<file path="src/rtl/wb_arbiter.sv">
// Writeback arbiter: round-robin grant of up to two register-file write
// ports per cycle, with x0 requests drained without consuming a port.
module wb_arbiter #(
    parameter int N_REQ = 4
) (
    input  logic                   clk,
    input  logic                   reset,
    input  logic                   wb_hold,
    input  logic [N_REQ-1:0]       req_valid,
    input  logic [N_REQ-1:0][4:0]  req_rd,
    input  logic [N_REQ-1:0][31:0] req_data,
    output logic [N_REQ-1:0]       req_ready,
    output logic [1:0][4:0]        wa,
    output logic [1:0][31:0]       wd
);

    localparam int PW = $clog2(N_REQ);

    typedef logic [PW-1:0] idx_t;

    idx_t       ptr;
    idx_t       ptr_next;
    idx_t       last;
    idx_t       sel0;
    idx_t       sel1;
    logic       hit0;
    logic       hit1;
    logic [4:0] rd0;

    // Scan from ptr; the second port must target a different register.
    always_comb begin
        int   j;
        idx_t i;
        req_ready = '0;
        hit0      = 1'b0;
        hit1      = 1'b0;
        sel0      = '0;
        sel1      = '0;
        rd0       = '0;
        j         = 0;
        i         = '0;
        if (!reset && !wb_hold) begin
            for (int k = 0; k < N_REQ; k++) begin
                j = int'(ptr) + k;
                if (j >= N_REQ) begin
                    j = j - N_REQ;
                end
                i = idx_t'(j);
                if (req_valid[i]) begin
                    if (req_rd[i] == 5'd0) begin
                        req_ready[i] = 1'b1;
                    end else if (!hit0) begin
                        hit0         = 1'b1;
                        sel0         = i;
                        rd0          = req_rd[i];
                        req_ready[i] = 1'b1;
                    end else if (!hit1 && req_rd[i] != rd0) begin
                        hit1         = 1'b1;
                        sel1         = i;
                        req_ready[i] = 1'b1;
                    end
                end
            end
        end
    end

    always_comb begin
        last     = hit1 ? sel1 : sel0;
        ptr_next = ptr;
        if (hit0) begin
            if (int'(last) == N_REQ - 1) begin
                ptr_next = '0;
            end else begin
                ptr_next = last + idx_t'(1);
            end
        end
    end

    always_ff @(posedge clk or posedge reset) begin
        if (reset) begin
            ptr <= '0;
            wa  <= '0;
            wd  <= '0;
        end else begin
            ptr   <= ptr_next;
            wa[0] <= hit0 ? req_rd[sel0]   : 5'd0;
            wd[0] <= hit0 ? req_data[sel0] : 32'd0;
            wa[1] <= hit1 ? req_rd[sel1]   : 5'd0;
            wd[1] <= hit1 ? req_data[sel1] : 32'd0;
        end
    end

endmodule

</file>
<file path="config.mk">
export PLATFORM = sky130hd
export DESIGN_NAME = wb_arbiter
export DESIGN_NICKNAME = d
export VERILOG_FILES = /design/src/rtl/wb_arbiter.sv
export SDC_FILE = /design/constraint.sdc
export NUM_CORES = 1
export LEC_CHECK = 0
export CAP_MARGIN = 20
export CORE_ASPECT_RATIO = 0.7
export CORE_MARGIN = 1.5
export CORE_UTILIZATION = 40
export CTS_CLUSTER_SIZE = 25
export DETAILED_ROUTE_END_ITERATION = 8
export PLACE_DENSITY = 0.8
export SYNTH_ARGS = -nofsm -noshare
export SYNTH_HDL_FRONTEND = slang
export SYNTH_SLANG_ARGS = --single-unit
</file>
<file path="constraint.sdc">
create_clock -name clk -period 4.7 [get_ports clk]
set_input_delay 0.705 -clock clk [delete_from_list [all_inputs] [get_ports clk]]
set_output_delay 0.705 -clock clk [all_outputs]
set_load 0.005 [all_outputs]
</file>
; ---- Word level (Yosys, flattened, before mapping)
; Index checks and enable logic that the tools add are counted.
[totals]
regBits = 76
input_bits = 155
out_inout_bits = 78
word_cells = 178
[classes]
addsub = 8
magnitude_cmp = 14
eq_ne = 4
n_mux = 127
bitwise = 3
n_reduce_logical = 17
[op_table]
columns = operator, n
row1 = $bmux W32 S2, 2
row2 = $mux W32, 4
row3 = $mux W5, 19
row4 = $mux W2, 35
row5 = $mux W4, 17
row6 = $bmux W5 S2, 6
row7 = $mux W1, 36
row8 = $logic_not A5 Y1, 4
row9 = $lt A2 B3 Y1 const B, 6
row10 = $ne A5 B5 Y1, 3
row11 = $or A4 B4 Y4, 3
row12 = $ge A3 B3 Y1 const B, 3
row13 = $bmux W1 S2, 4
row14 = $demux W1 S2, 4
row15 = $ge A2 B1 Y1 const B, 4
row16 = $logic_and A1 B1 Y1, 8
row17 = $sub A2 B1 Y2 const B, 4
row18 = $add A2 B2 Y3 const B, 2
row19 = $logic_not A1 Y1, 5
row20 = $add A2 B1 Y3 const B, 1
row21 = $ge A2 B3 Y1 const B, 1
row22 = $add A2 B1 Y2 const B, 1
row23 = $eq A2 B1 Y1 const B, 1

; ---- Longest topological paths before layout
[depth]
depth_word = 33
depth_mapped = 20
mapped_depth_nobuf = 12

; ---- Worst setup path after synthesis
; No wires, ideal clock.
[synth_path]
path_kind = flip-flop to output port
from = register ptr[0]
to = output req_ready[0]
t_arrival_ns = 4.458
required_time_ns = 3.995
setup_slack_ns = -0.463
stages_incl_launch_ff = 17
n_path_buf = 5
cell_sequence = dfrtp_1 > buf_6 > buf_6 > buf_4 > buf_1 > inv_1 > ha_1 > buf_6 > mux4_2 > or4_4 > o21a_4 > o41a_2 > nand4_4 > o211ai_1 > a21boi_0 > nand2_1 > a21oi_1
[synth_between]
elab_chain_len = 30
word_cells_on_any_way = 117
classes_between = add/sub: 7 / order compare: 12 / eq/ne: 3 / mux: 79 / bitwise: 3 / reduce/logical: 13
[synth_lines]
columns = item, line
row1 = "start, declared", 21  ; idx_t ptr;
row2 = "start signal, assigned", 85  ; ptr <= ptr_next;
row3 = $ge A2 B3 Y1 / $sub A2 B1 Y2 (equally long branches), "45, 46"
row4 = $mux W2, 45  ; if (j >= N_REQ) begin
row5 = $mux W2, 42  ; if (!reset && !wb_hold) begin
row6 = $bmux W5 S2, --
row7 = $mux W5, --
row8 = $logic_not A5 Y1, 50  ; if (req_rd[i] == 5'd0) begin
row9 = $mux W5, 50
row10 = $mux W5, 49  ; if (req_valid[i]) begin
row11 = [14 not listed], --
row12 = $mux W1, 42
row13 = $logic_not A1 Y1, 57  ; end else if (!hit1 && req_rd[i] != rd0) begin
row14 = $logic_and A1 B1 Y1, 57
row15 = $mux W4, 57
row16 = $mux W4, 52  ; end else if (!hit0) begin
row17 = $mux W4, 50
row18 = $mux W4 (*), 49
row19 = $mux W4 (*), 42
row20 = "end, declared", 12  ; output logic [N_REQ-1:0] req_ready,
; Every way passes the cells marked *; elsewhere a longest branch is shown, timed or not. The select of a mux whose other input is x is not followed.

; ---- Worst setup path in the final report
[layout_path]
from = register ptr[0]
to = output req_ready[3]
; The elaborated chain is that of the path after synthesis.

==> results_dict.tcl <==
set metrics [dict create \
    critPathSlowestCell "or4_4" \
    synthArstFlopShare_pct 100 \
    yosysTopAreaCellShare_pct 30.3 \
    irDropWorstVdd_v 0.000496 \
    dp.cells 1058 \
    core_mm2 0.0154 \
    ys_top_cells_by_area "dfrtp_1, mux2i_1, mux4_2" \
    cp_max_fo 7 \
    cts_inserted_buffers 9 \
    grt_start_max_net_pins 48 \
    wl_met3_um 1990 \
    finalSetupViolations 0 \
    drv_slew 0 \
    layoutNonFillerInstCount 1094 \
    row_count 38 \
    syn_inst 595 \
    drive_gt1_share_pct 23.5 \
    synthDistinctLibCells 74 \
    drt-pass1-iter-count 6 \
    critPathMaxStageDelay_ns 0.59 \
    timing.final.hold_violations 0 \
    grt_pass1_wl_um 35400 \
    worst-path-buf-inv 4 \
    wl_met2_um 10300 \
    insertion_delay_ns 0.32 \
    powerDensity_mw_per_mm2 637 \
    overflow 0 \
    worstPathRequired_ns 3.99 \
    relSlewSlack_pct 41.2 \
    cts-htree-levels 3 \
    grtUsageTotal_pct 27.1 \
    final_nets 1048 \
    synth.avg_cell_area_um2 10.5 \
    fin_hold_ws_ns 0.860 \
    start_util_pct 40.7 \
    max_freq_ghz 0.217 \
    synth_area_mm2 0.00627 \
    cp-end-kind "primary output" \
    grt_pass1_vias 6305 \
    clock-sinks 76 \
    maxCapViolCount 0 \
    synthToLayoutAreaGrowth_pct 58.5 \
    clockBufferDepth 2 \
    tightest_slew_ns 0.882 \
    min_period_ns 4.62 \
    cts.clk_slew.worst_paths_ns 0.06 \
    route.vias.total 6539 \
    status "complete, no violations" \
    hold_class "reg2reg" \
    cp-start-kind "flip-flop" \
    antenna_found_initial 0 \
    initialDrtViolationCount 673 \
    finalCritPeriodShare_pct 98.2 \
    syn-num-nets 754 \
    critical_path_arrival_ns 3.91 \
    nFillCells 1241 \
    post_drt_wl_per_cell_um 20.9 \
    fp.dieW_um 153 \
    tritoncts "yes" \
    crit_chain "inv_2, ha_4, mux4_2, or4_4, o21a_4, buf_4, o211ai_1, o41a_2, nand4_4, o211ai_1, a21boi_2, buf_4, nand2_2, a21oi_2, buf_2" \
    yosysTopAreaCell "dfrtp_1" \
    rsz0062_at_grt "yes" \
    fp.dieH_um 108 \
    synth_edf_count 0 \
    io_buffer_count 232 \
    ys_seq_area_share_pct 30.3 \
    place_congestion 0.947 \
    power.leakage_nw 4.18 \
    vias_per_cell 5.98 \
    clockRootBuffer "clkbuf_16" \
    io_pins 233 \
    wl_um 22900 \
    fin_skew_ns 0.00733 \
    synth_flop_cell "dfrtp_1" \
    antenna-diode-count 0 \
    critPathTopFamily "compound AO/OA/AOI/OAI gates" \
    drc 0 \
    yosysWarnings 0 \
    synth.ff_latch_count 76 \
    ant_nets 0 \
    dpl.hpwl_um 16500 \
    wl_met1_um 10200 \
    dieArea_mm2 0.0164 \
    top_layer "met4" \
    critical_path_class "reg2out" \
    utilization_pct 64.5 \
]
report_power, final:
| group | internal (mW) | switching (mW) | total (mW) |
|---|---|---|---|
| clock | 0.387 | 0.271 | 0.658 |
| sequential | 0.789 | 0.0432 | 0.833 |
| combinational | 2.31 | 2.53 | 4.84 |
| total | 3.48 | 2.84 | 6.33 |
worst register-to-register path, delay by kind of cell, from the launching register on:
family | cells | cell delay [ns]
fa+ha+maj | 1 | 0.35
buf+inv | 4 | 0.60
mux | 2 | 0.76
simple gates | 5 | 1.52
compound gates | 3 | 0.57
flops | 1 | 0.39
path summary, 6_finish.rpt:
path,startpoint,to,slack [ns],cells past startpoint
hold reg to reg,ptr[0],ptr[1],0.86,4
setup / recovery,ptr[0],req_ready[3],0.08,15
hold / removal,ptr[0],ptr[1],0.86,4
setup reg to reg,ptr[0],ptr[1],0.43,15
min in group asynchronous,reset,wa[8],0.90,2
max in group asynchronous,reset,wd[54],2.88,3
layout by cell type (no fill, tap or decap), types with 4 or more instances in the layout:
cell type,Yosys,routed
o21ai_1,4,5
o21ai_0,10,8
buf_12,0,9
nor2b_1,7,7
mux2i_1,85,82
o211ai_1,4,4
dfrtp_1,76,75
xnor2_1,4,4
a211oi_1,40,40
dlymetal6s2s_1,0,13
a22oi_1,40,40
nor2_1,47,46
mux2_1,37,37
mux2_2,6,6
mux4_2,22,22
and3_1,4,4
inv_1,7,4
buf_4,6,88
o22ai_1,17,17
nand3_1,4,4
a31oi_1,5,5
clkbuf_16,0,12
a222oi_1,4,4
a21oi_1,14,12
nand2_1,20,19
clkdlybuf4s50_1,0,212
o22ai_2,20,20
metrics by stage:
stage	total power, mW	setup TNS, ns	setup WS (ns)	instance area (um2)
final	6.33	0	0.0832	9930
after global routing	6.69	-0.0821	-0.0401	9930
after CTS	6.05	-0.0368	-0.0368	9720
after detailed placement	5.21	-0.958	-0.278	9320
after global placement	5.18	-0.477	-0.125	9320
after floorplan	3.63	0	0.0280	6310
kinds of logic (layout without fill, tap and decap cells):
| logic type | count (synthesis) | count (layout) | synth area share (%) |
|---|---|---|---|
| xor gates and xnor gates | 7 | 7 | 0.978 |
| adders and majority gates | 4 | 4 | 0.798 |
| buffers and inverters | 59 | 358 | 5.37 |
| AOI/OAI and AO/OA | 185 | 185 | 23.5 |
| and+or+nand+nor | 114 | 114 | 9.86 |
| muxes | 150 | 150 | 29.2 |
| DFF | 76 | 76 | 30.3 |
Yosys cell counts, drive strengths merged (5+ instances only):
cell and n:
a211oi 40, a21oi 15, a22oi 40, a31oi 5, buf 41, clkbuf 11, dfrtp 76, inv 7
mux2 43, mux2i 85, mux4 22, nand2 20, nor2 49, nor2b 7, o21ai 15, o22ai 37
area by class of cell:
type / instances / area (um2) / share of cell area (%)
multi-input cells: 460 / 4160 / 41.9
inverters: 7 / 27.5 / 0.277
clock buffers: 11 / 253 / 2.54
flip-flops and latches: 76 / 1900 / 19.2
well taps: 200 / 250 / 2.52
clock inverters: 5 / 33.8 / 0.340
repair buffers: 335 / 3310 / 33.3
registers in the layout (all words and copies together) (netlist names):
register,flops
ptr,2
wa,10
wd,64
timing repair:
item,in CTS,in global routing
pin swaps,13,17
setup endpoints to repair,4,4
setup buffers,9,8
gates resized for setup,23,31
hold buffers,0,0
cloned,0,3
layer usage:
layer	global-route usage (%)	up-vias
met5	0	-
met4	4.74	0
met3	6.64	30
met2	42.2	331
met1	38.6	3241
li1	-	2937
Power figures use the tool's default switching activity.
